File: src/rtl/board_pkg.sv
// Shared board definitions for the shot-marking register, the scanner and the VGA renderer.
// Holds board geometry, cell classification and scanner FSM encoding.
package board_pkg;

    localparam int N      = 5;
    localparam int IDX_W  = $clog2(N);
    localparam int CNT_W  = $clog2(N * N + 1);
    localparam int CELLS  = N * N;
    localparam int ADDR_W = $clog2(N * N);

    typedef enum logic [1:0] {
        CELL_EMPTY = 2'd0,
        CELL_MISS  = 2'd1,
        CELL_HIT   = 2'd2
    } cell_t;

    typedef enum logic [1:0] {
        S_IDLE,
        S_SCAN,
        S_DRAIN,
        S_DONE
    } scan_state_t;

    // An unfired cell shows as empty even when a ship sits there.
    function automatic cell_t classify(input logic shot, input logic ship);
        if (!shot)
            return CELL_EMPTY;
        else if (ship)
            return CELL_HIT;
        else
            return CELL_MISS;
    endfunction

    function automatic logic [ADDR_W-1:0] cell_idx(input logic [IDX_W-1:0] fila,
                                                   input logic [IDX_W-1:0] columna);
        return ADDR_W'(int'(fila) * N + int'(columna));
    endfunction

endpackage

File: src/rtl/board_scanner_if.sv
// Registered read port between the board scanner and the shot/ship storage.
interface board_scanner_if import board_pkg::*; ();

    logic [IDX_W-1:0] rd_fila;
    logic [IDX_W-1:0] rd_columna;
    logic             rd_shot;
    logic             rd_ship;

    modport master (
        output rd_fila,
        output rd_columna,
        input  rd_shot,
        input  rd_ship
    );

    modport slave (
        input  rd_fila,
        input  rd_columna,
        output rd_shot,
        output rd_ship
    );

endinterface

File: src/rtl/board_scan_ctr.sv
// Row-major cell address counter plus a one-cycle delayed copy that indexes the
// snapshot write, matching the storage's single-cycle read latency.
module board_scan_ctr
    import board_pkg::*;
(
    input  logic             clk,
    input  logic             rst,
    input  logic             clr,
    input  logic             en,
    output logic [IDX_W-1:0] fila,
    output logic [IDX_W-1:0] columna,
    output logic             last,
    output logic [IDX_W-1:0] cap_fila,
    output logic [IDX_W-1:0] cap_columna
);

    assign last = (fila == IDX_W'(N - 1)) && (columna == IDX_W'(N - 1));

    // NOTE: sequential state uses non-blocking assignments so every flop samples
    // pre-edge values; cap_* must see the address from before this edge's update.
    always_ff @(posedge clk or posedge rst) begin
        if (rst) begin
            fila        <= '0;
            columna     <= '0;
            cap_fila    <= '0;
            cap_columna <= '0;
        end else begin
            if (clr) begin
                fila    <= '0;
                columna <= '0;
            end else if (en) begin
                if (columna == IDX_W'(N - 1)) begin
                    columna <= '0;
                    fila    <= last ? '0 : fila + 1'b1;
                end else begin
                    columna <= columna + 1'b1;
                end
            end
            cap_fila    <= fila;
            cap_columna <= columna;
        end
    end

endmodule

File: src/rtl/board_scanner.sv
// Scans every board cell through the registered read port, keeps a 2-bit-per-cell
// snapshot for the renderer and publishes hit/shot counts and game-over atomically.
module board_scanner
    import board_pkg::*;
(
    input  logic              clk,
    input  logic              rst,
    input  logic              start,
    board_scanner_if.master   rd,
    output logic              busy,
    output logic              done,
    input  logic [IDX_W-1:0]  q_fila,
    input  logic [IDX_W-1:0]  q_columna,
    output logic [1:0]        q_estado,
    output logic [CNT_W-1:0]  hits,
    output logic [CNT_W-1:0]  shots,
    output logic              all_sunk
);

    scan_state_t      state, state_nx;
    logic             ctr_clr, ctr_en, ctr_last;
    logic [IDX_W-1:0] cap_fila, cap_columna;
    logic             data_vld;

    logic [CNT_W-1:0] sh_shots, sh_hits, sh_ships;
    logic [CNT_W-1:0] shots_nx, hits_nx, ships_nx;
    logic             sunk_nx;

    cell_t            snap [CELLS];

    board_scan_ctr u_ctr (
        .clk         (clk),
        .rst         (rst),
        .clr         (ctr_clr),
        .en          (ctr_en),
        .fila        (rd.rd_fila),
        .columna     (rd.rd_columna),
        .last        (ctr_last),
        .cap_fila    (cap_fila),
        .cap_columna (cap_columna)
    );

    always_ff @(posedge clk or posedge rst) begin
        if (rst)
            state <= S_IDLE;
        else
            state <= state_nx;
    end

    // NOTE: every always_comb output gets a default first so no path leaves it
    // unassigned, which would otherwise infer a latch.
    always_comb begin
        state_nx = state;
        ctr_clr  = 1'b0;
        ctr_en   = 1'b0;
        busy     = 1'b0;
        done     = 1'b0;
        unique case (state)
            S_IDLE: begin
                ctr_clr = 1'b1;
                if (start)
                    state_nx = S_SCAN;
            end
            S_SCAN: begin
                busy   = 1'b1;
                ctr_en = 1'b1;
                if (ctr_last)
                    state_nx = S_DRAIN;
            end
            S_DRAIN: begin
                busy     = 1'b1;
                state_nx = S_DONE;
            end
            S_DONE: begin
                done     = 1'b1;
                state_nx = S_IDLE;
            end
            default: state_nx = S_IDLE;
        endcase
    end

    // Read data lags the presented address by one cycle.
    always_ff @(posedge clk or posedge rst) begin
        if (rst)
            data_vld <= 1'b0;
        else
            data_vld <= (state == S_SCAN);
    end

    // The last cell is captured on the same edge the results publish, so the
    // published values are taken from the next-state accumulators.
    always_comb begin
        shots_nx = sh_shots + CNT_W'(data_vld && rd.rd_shot);
        hits_nx  = sh_hits  + CNT_W'(data_vld && rd.rd_shot && rd.rd_ship);
        ships_nx = sh_ships + CNT_W'(data_vld && rd.rd_ship);
        sunk_nx  = (ships_nx != '0) && (hits_nx == ships_nx);
    end

    always_ff @(posedge clk or posedge rst) begin
        if (rst) begin
            sh_shots <= '0;
            sh_hits  <= '0;
            sh_ships <= '0;
            shots    <= '0;
            hits     <= '0;
            all_sunk <= 1'b0;
        end else begin
            if (state == S_IDLE) begin
                sh_shots <= '0;
                sh_hits  <= '0;
                sh_ships <= '0;
            end else begin
                sh_shots <= shots_nx;
                sh_hits  <= hits_nx;
                sh_ships <= ships_nx;
            end
            if (state == S_DRAIN) begin
                shots    <= shots_nx;
                hits     <= hits_nx;
                all_sunk <= sunk_nx;
            end
        end
    end

    // NOTE: the snapshot is built from flops, not RAM, because it must clear
    // instantly on reset and be read combinationally by the renderer.
    always_ff @(posedge clk or posedge rst) begin
        if (rst) begin
            for (int i = 0; i < CELLS; i++)
                snap[i] <= CELL_EMPTY;
        end else if (data_vld) begin
            snap[cell_idx(cap_fila, cap_columna)] <= classify(rd.rd_shot, rd.rd_ship);
        end
    end

    always_comb begin
        q_estado = 2'd0;
        if ((q_fila < IDX_W'(N)) && (q_columna < IDX_W'(N)))
            q_estado = snap[cell_idx(q_fila, q_columna)];
    end

endmodule

File: src/flat_wrapper.sv
// flat-port wrapper written by rule: the top's interface ports become plain ports
module board_scanner_flat import board_pkg::*;
  (clk, rst, start, busy, done, q_fila, q_columna, q_estado, hits, shots, all_sunk, rd_rd_fila, rd_rd_columna, rd_rd_shot, rd_rd_ship);
  board_scanner_if rd_i ();
  input  logic clk;
  input  logic rst;
  input  logic start;
  output logic busy;
  output logic done;
  input  logic [IDX_W-1:0] q_fila;
  input  logic [IDX_W-1:0] q_columna;
  output logic [1:0] q_estado;
  output logic [CNT_W-1:0] hits;
  output logic [CNT_W-1:0] shots;
  output logic all_sunk;
  output wire logic [$bits(rd_i.rd_fila)-1:0] rd_rd_fila;
  output wire logic [$bits(rd_i.rd_columna)-1:0] rd_rd_columna;
  input wire logic [$bits(rd_i.rd_shot)-1:0] rd_rd_shot;
  input wire logic [$bits(rd_i.rd_ship)-1:0] rd_rd_ship;
  assign rd_rd_fila = rd_i.rd_fila;
  assign rd_rd_columna = rd_i.rd_columna;
  assign rd_i.rd_shot = rd_rd_shot;
  assign rd_i.rd_ship = rd_rd_ship;
  board_scanner u_core (.clk(clk), .rst(rst), .start(start), .rd(rd_i), .busy(busy), .done(done), .q_fila(q_fila), .q_columna(q_columna), .q_estado(q_estado), .hits(hits), .shots(shots), .all_sunk(all_sunk));
endmodule
File: config.mk
export PLATFORM = sky130hd
export DESIGN_NAME = board_scanner_flat
export DESIGN_NICKNAME = d
export VERILOG_FILES = /design/src/rtl/board_pkg.sv /design/src/rtl/board_scanner_if.sv /design/src/rtl/board_scan_ctr.sv /design/src/rtl/board_scanner.sv /design/src/flat_wrapper.sv
export SDC_FILE = /design/constraint.sdc
export NUM_CORES = 1
export LEC_CHECK = 0
export BUFFER_PORTS_ARGS = -buffer_cell sky130_fd_sc_hd__buf_2
export CAP_MARGIN = 5
export CORE_UTILIZATION = 55
export CTS_BUF_LIST = sky130_fd_sc_hd__clkbuf_4 sky130_fd_sc_hd__clkbuf_8
export DETAILED_ROUTE_END_ITERATION = 10
export PLACE_DENSITY = 0.77
export SETUP_SLACK_MARGIN = 0.02
export SYNTH_ARGS = -nofsm -noshare
export SYNTH_HDL_FRONTEND = slang
export SYNTH_SLANG_ARGS = --single-unit
File: constraint.sdc
create_clock -name clk -period 2.9 [get_ports clk]
set_clock_uncertainty 0.05 [all_clocks]
set_input_delay 0.435 -clock clk [delete_from_list [all_inputs] [get_ports clk]]
set_output_delay 0.435 -clock clk [all_outputs]
set_load 0.005 [all_outputs]
=== Word-level counts from Yosys, hierarchy flattened ===
Cells that the tools add are included.

* Bits in registers: 91
* Logic and storage cells: 102

* $add $sub $neg: 7
* Multipliers: 2
* Magnitude comparators: 5
* Equal/unequal tests: 8
* Muxes and demuxes: 27
* Bitwise operators: 2
* Reduce and logical (&&, ||, !) cells: 14

{| class="wikitable"
|+ Operators by type and width
! operator !! count
|-
| 50-bit bitwise mux || 1
|-
| 3-bit 2-to-1 mux || 7
|-
| 2-bit 2-to-1 mux || 9
|-
| 5-bit by 1-bit adder with 5-bit output || 3
|-
| 5-bit 2-to-1 mux || 3
|-
| 6-bit greater-or-equal comparator (second input constant) || 2
|-
| 5-bit NOT with 6-bit output || 2
|-
| 5-bit by 4-bit adder with 5-bit output || 2
|-
| 2-bit binary-select mux with 5-bit select || 1
|-
| 2-bit demux with 5-bit select || 1
|-
| 3-bit by 3-bit multiplier with 5-bit output (second input constant) || 2
|-
| 2-bit one-hot mux with 4 select lines || 1
|-
| 1-bit logical AND || 7
|-
| 3-bit by 1-bit adder with 3-bit output (second input constant) || 2
|-
| 3-bit equality test (second input constant) || 2
|-
| 3-bit < comparator (second input constant) || 2
|-
| 6-bit by 1-bit < comparator with 1-bit output (second input constant) || 1
|-
| 5-bit equality test || 1
|-
| 5-bit nonzero test || 1
|-
| 2-bit equality test (second input constant) || 2
|-
| 1-bit 2-to-1 mux || 4
|-
| 2-bit != test (second input constant) || 2
|-
| 2-bit AND reduction || 2
|-
| 2-bit nonzero test || 2
|-
| other kinds (3) || 3
|}

=== Depth between registers and ports, before layout ===
* Depth after elaboration: 8
* Mapped depth: 9

=== Modules after synthesis ===
From an unflattened synthesis, not the netlist that was laid out.

* Cell total of the unflattened synthesis: 377
* Area, all modules: 4,703.3 sq um

{| class="wikitable"
|+ By module, submodules not included
! module !! times used !! cells each !! area an instance (sq um) !! sequential area each (sq um)
|-
| board_scanner || 1 || 335 || 4,202.8 || 1,976.9
|-
| board_scan_ctr || 1 || 42 || 500.5 || 300.3
|}

=== Least setup slack after synthesis ===
OpenSTA, ideal clock, no wires.

* Kind: input -> output
* Start point: input port q_fila[0]
* End point: output port q_estado[0]
* Data arrival time: 2.584 ns
* Setup slack: -0.169 ns
* Stages: 6
* Buffers on the path: 0
* Cell sequence: ha_1 > ha_1 > fa_1 > xnor2_1 > mux2_2 > o311a_1

* Word-level cells in the longest chain between the ends: 7
* Elaborated cells between the ends (all ways): 9
* Classes of those cells: add/sub (1); mul (1); order compare (1); mux (4); bitwise (1); reduce/logical (1)

{| class="wikitable"
|+ Ends and longest elaborated chain
! item !! line !! source
|-
| from (decl) || flat_wrapper.sv:10 || <nowiki>input logic [IDX_W-1:0] q_fila;</nowiki>
|-
| 3-bit by 3-bit multiplier with 5-bit output || board_pkg.sv:36 || <nowiki>return ADDR_W'(int'(fila) * N + int'(columna));</nowiki>
|-
| 5-bit by 4-bit adder with 5-bit output || board_pkg.sv:36 ||
|-
| 5-bit NOT with 6-bit output (implied by the code) || board_scanner.sv:139 || <nowiki>q_estado = snap[cell_idx(q_fila, q_columna)];</nowiki>
|-
| 2-bit binary-select mux with 5-bit select || board_scanner.sv:139 ||
|-
| 2-bit 2-to-1 mux (implied by the code) (2 in series) || board_scanner.sv:139 ||
|-
| 2-bit 2-to-1 mux (*) || board_scanner.sv:138 || <nowiki>if ((q_fila < IDX_W'(N)) && (q_columna < IDX_W'(N)))</nowiki>
|-
| to (decl) || flat_wrapper.sv:12 || <nowiki>output logic [1:0] q_estado;</nowiki>
|}

Every way passes the cells marked *; elsewhere a longest branch is shown, timed or not. The select of a mux whose other input is x is not followed.

=== Final worst setup path ===
* Start point: input port q_fila[2]
* End point: output port q_estado[1]

The elaborated chain is that of the path after synthesis.

==> summary.md <==
| Metric | Value |
|---|---|
| Status | `finished with violations` |
| Failing checks | `negative setup slack` |
| Fin crit share | `102%` |
| Most common cell after layout, fill and taps aside | `dfrtp_1` |
| CP arrival | `2.47 ns` |
| CP startpoint | `q_fila[2]` |
| DRT antenna net count | `0` |
| FP Rows | `33` |
| Ys async rst share | `100%` |
| Register share of total power | `45.2%` |
| Drt first pass iters | `4` |
| Layout area overhead | `17.8%` |
| Netlist cell types | `42` |
| Die width | `94.2 µm` |
| Fin area | `0.00550 mm²` |
| Fin worst setup slack | `-0.0566 ns` |
| Sequential-to-total area share from yosys stat | `48.8%` |
| CP Buf/Inv Count | `2` |
| Yosys warning count | `0` |
| Final WL | `9060 µm` |
| Switching Share | `33.5%` |
| Largest net degree at the start of global routing | `49` |
| Initial Utilization | `56.8%` |
| Antenna Cells | `0` |
| CTS tree | `built` |
| CTS max path bufs | `2` |
| Average size of a mapped cell | `12.1 µm²` |
| Required time worst endpoint | `2.41 ns` |
| HP Class | `primary input to asynchronous set/reset pin` |
| Vias in the first global route | `3,188` |
| Die H | `94.2 µm` |
| P_int | `0.00242 W` |
| Hold Buf Count CTS | `0` |
| IO buf count | `31` |
| Register area | `0.00228 mm²` |
| Max-Cap Viols | `0` |
| FMAX | `338 MHz` |
| Total gr overflow | `0` |
| Largest stage delay, worst path | `0.62 ns` |
| Seq cells post-synth | `91` |
| Clock root buffer | `clkbuf_8` |
| CP endpoint kind | `primary output` |
| Pleak | `2.66 nW` |
| Layout cells sized above 1 | `37.0%` |
| Total CTS buffers | `9` |
| Worst-margin pin slew | `0.767 ns` |
| Latest clock arrival within the worst-skew pair | `0.37 ns` |
| CP startpoint kind | `primary input` |
| First-pass GRT wire length | `15,100 µm` |
| Initial antenna violation count | `0` |
| Number of flops mapped to enable cells by yosys | `0` |
| Most frequent cells in the layout | `dfrtp_1, mux2_2, nor2_1` |
| Net switching power | `0.00122 W` |
| GRT Total Usage | `22.7%` |
| Prevailing post-synth register cell | `dfrtp_1` |
| Share of the synthesized area in the top cell type | `48.8%` |
| Final #Nets | `478` |
| Ranking of synthesized cells by area | `dfrtp_1, mux2_2, ha_1` |
| Leading area contributor after synthesis | `dfrtp_1` |
| Crit-path slowest cell | `fa_2` |
| Clk pin slew, worst setup/hold paths | `0.10 ns` |
| Cells after Synth | `385` |
| Area occupied by multi-input gates | `0.00251 mm²` |
| Die area | `0.00887 mm²` |
| Core ar. | `0.00822 mm²` |
| Worst hold slack | `0.119 ns` |
| Iteration-0 DRC Markers | `216` |
| Detailed-route via count | `3,086` |
| Cell Area, Placed | `0.00509 mm²` |
| CP cell instances | `buf_8 -> ha_4 -> ha_4 -> fa_2 -> nor2b_2 -> a22oi_2 -> nand4_1 -> a31oi_1 -> o311a_1 -> buf_2` |
| Num Clock Sinks | `91` |
| Cell mode on critical path | `ha_4` |
| Util after Layout | `67.0%` |
| Vias per cell | `5.66` |
| Critical path class | `primary input to primary output` |
| Worst flop-to-flop path startpoint | `u_core.u_ctr.cap_fila[0]$_DFF_PP0_` |
| Final setup viols | `2` |
| Final Hold Viols | `0` |
| Power Dens Cells | `662 mW/mm²` |
| Max-slew headroom | `48.8%` |
| DRC violations left | `0` |
| H-tree levels | `3` |
| VDD IR max | `0.723 mV` |
| Syn_nets | `428` |
| Peak fanout along the critical path | `5` |
| Cell Area, Synth | `0.00467 mm²` |
| Drt wl/cell | `16.6 µm` |
| Crit path max-delay family | `adder cells` |
| Gpl congestion | `0.814` |
| RSZ-0062 raised after global routing | `yes` |
| Fin. max-slew vios | `0` |
| Final critical-path required period | `2.96 ns` |
| Ports | `32` |
| Filler cell count | `602` |
| Comb power frac | `32.8%` |
| Post-detail-place hpwl | `6460 µm` |
| Clock network power share | `22.0%` |
routing by layer:
layer | wire [µm] | share of wire (%) | global-route usage, %
met5 | 0 | 0 | 0
met1 | 4100 | 45 | 29.0
met3 | 250 | 2.8 | 4.13
met4 | 143 | 1.6 | 8.59
met2 | 4570 | 50 | 38.3
power groups by stage:
stage	Combinational, W	Clock, W	Sequential [W]
final	0.00119	0.000803	0.00165
after CTS	0.00118	0.000824	0.00165
after floorplan	0.000803	0	0.00164
after global placement	0.00110	0	0.00165
after global routing	0.00133	0.000864	0.00168
after detailed placement	0.00114	0	0.00167
layout make-up:
class	instances	share of cell area [%]
clock buffer	9	2.25
clock inverter	7	1.05
inverter	10	0.705
multi-input combinational	271	45.5
sequential	91	41.4
tap	105	2.39
timing repair buffer	52	6.71
flip-flops by register name, summed over array words and instances (netlist names):
name	cells
u_core.snap	50
u_core.hits	5
u_core.sh_hits	5
u_core.sh_ships	5
u_core.sh_shots	5
u_core.shots	5
u_core.u_ctr.cap_columna	3
u_core.u_ctr.cap_fila	3
u_core.u_ctr.columna	3
u_core.u_ctr.fila	3
u_core.state	2
u_core.all_sunk	1
u_core.data_vld	1
synth_stat cells (2+ instances only):
| cell | instances |
|---|---|
| xor2_1 | 8 |
| fa_1 | 2 |
| mux4_2 | 8 |
| ha_1 | 30 |
| nor2b_1 | 9 |
| nor3_1 | 4 |
| a21o_1 | 2 |
| o21ai_0 | 6 |
| xnor2_1 | 8 |
| nand3b_1 | 4 |
| clkbuf_1 | 7 |
| nand4_1 | 3 |
| mux2i_1 | 11 |
| mux2_1 | 6 |
| mux2_2 | 51 |
| buf_2 | 4 |
| xor2_2 | 2 |
| buf_1 | 2 |
| a22oi_1 | 2 |
| nor2_1 | 39 |
| or3_1 | 7 |
| a21oi_1 | 13 |
| and2_1 | 3 |
| o311a_1 | 2 |
| nand3_1 | 14 |
| nand2b_1 | 2 |
| inv_1 | 10 |
| a31oi_1 | 2 |
| nand2_1 | 19 |
| and3_1 | 2 |
| dfrtp_1 | 91 |
| xnor2_2 | 2 |
worst reg2reg max path: stages, from the launching register on:
cell     delay (ns)
dfrtp_1        0.43
ha_4           0.27
ha_4           0.25
ha_1           0.29
a21o_1         0.21
a21oi_4        0.27
buf_4          0.18
xnor2_2        0.10
or3_4          0.43
mux2_1         0.32
kinds of logic after synthesis:
logic type | after synthesis | synth area share [%]
AND/OR/NAND/NOR | 112 | 11.8
XOR/XNOR | 20 | 4.39
AO/OA/AOI/OAI | 30 | 4.07
buffers and inverters | 24 | 2.12
multiplexers | 76 | 20.0
flip-flops | 91 | 48.8
adder cells (fa/ha/maj) | 32 | 8.89
final timing paths:
path,endpoint,cells after the start,slack [ns]
worst max-delay path,q_estado[1],10,-0.06
worst min-delay path,u_core.sh_hits[0]$_DFF_PP0_,2,0.12
worst max register to register,u_core.snap[1]$_DFFE_PP0P_,9,0.01
worst min register to register,u_core.u_ctr.cap_fila[2]$_DFF_PP0_,0,0.40
max in group asynchronous,u_core.snap[15]$_DFFE_PP0P_,3,1.98
min in group clk,u_core.u_ctr.cap_fila[2]$_DFF_PP0_,0,0.40
repair_timing:
| item | in CTS | in global routing |
|---|---|---|
| cloned | 0 | 1 |
| pin swaps | 11 | 11 |
| endpoints found under the setup margin | 24 | 5 |
| gates resized for setup | 20 | 16 |
| setup buffers | 1 | 0 |
through the flow:
stage                     TNS, ns  setup slack (ns)  power (W)  std cells
after floorplan                 0            0.0299    0.00244        385
after global placement     -0.282            -0.147    0.00275        527
after detailed placement   -0.523            -0.230    0.00281        527
after CTS                 -0.0527           -0.0270    0.00365        544
after global routing       -0.623            -0.120    0.00387        545
final                      -0.101           -0.0566    0.00364        545
(Power assumes the default switching activity.)
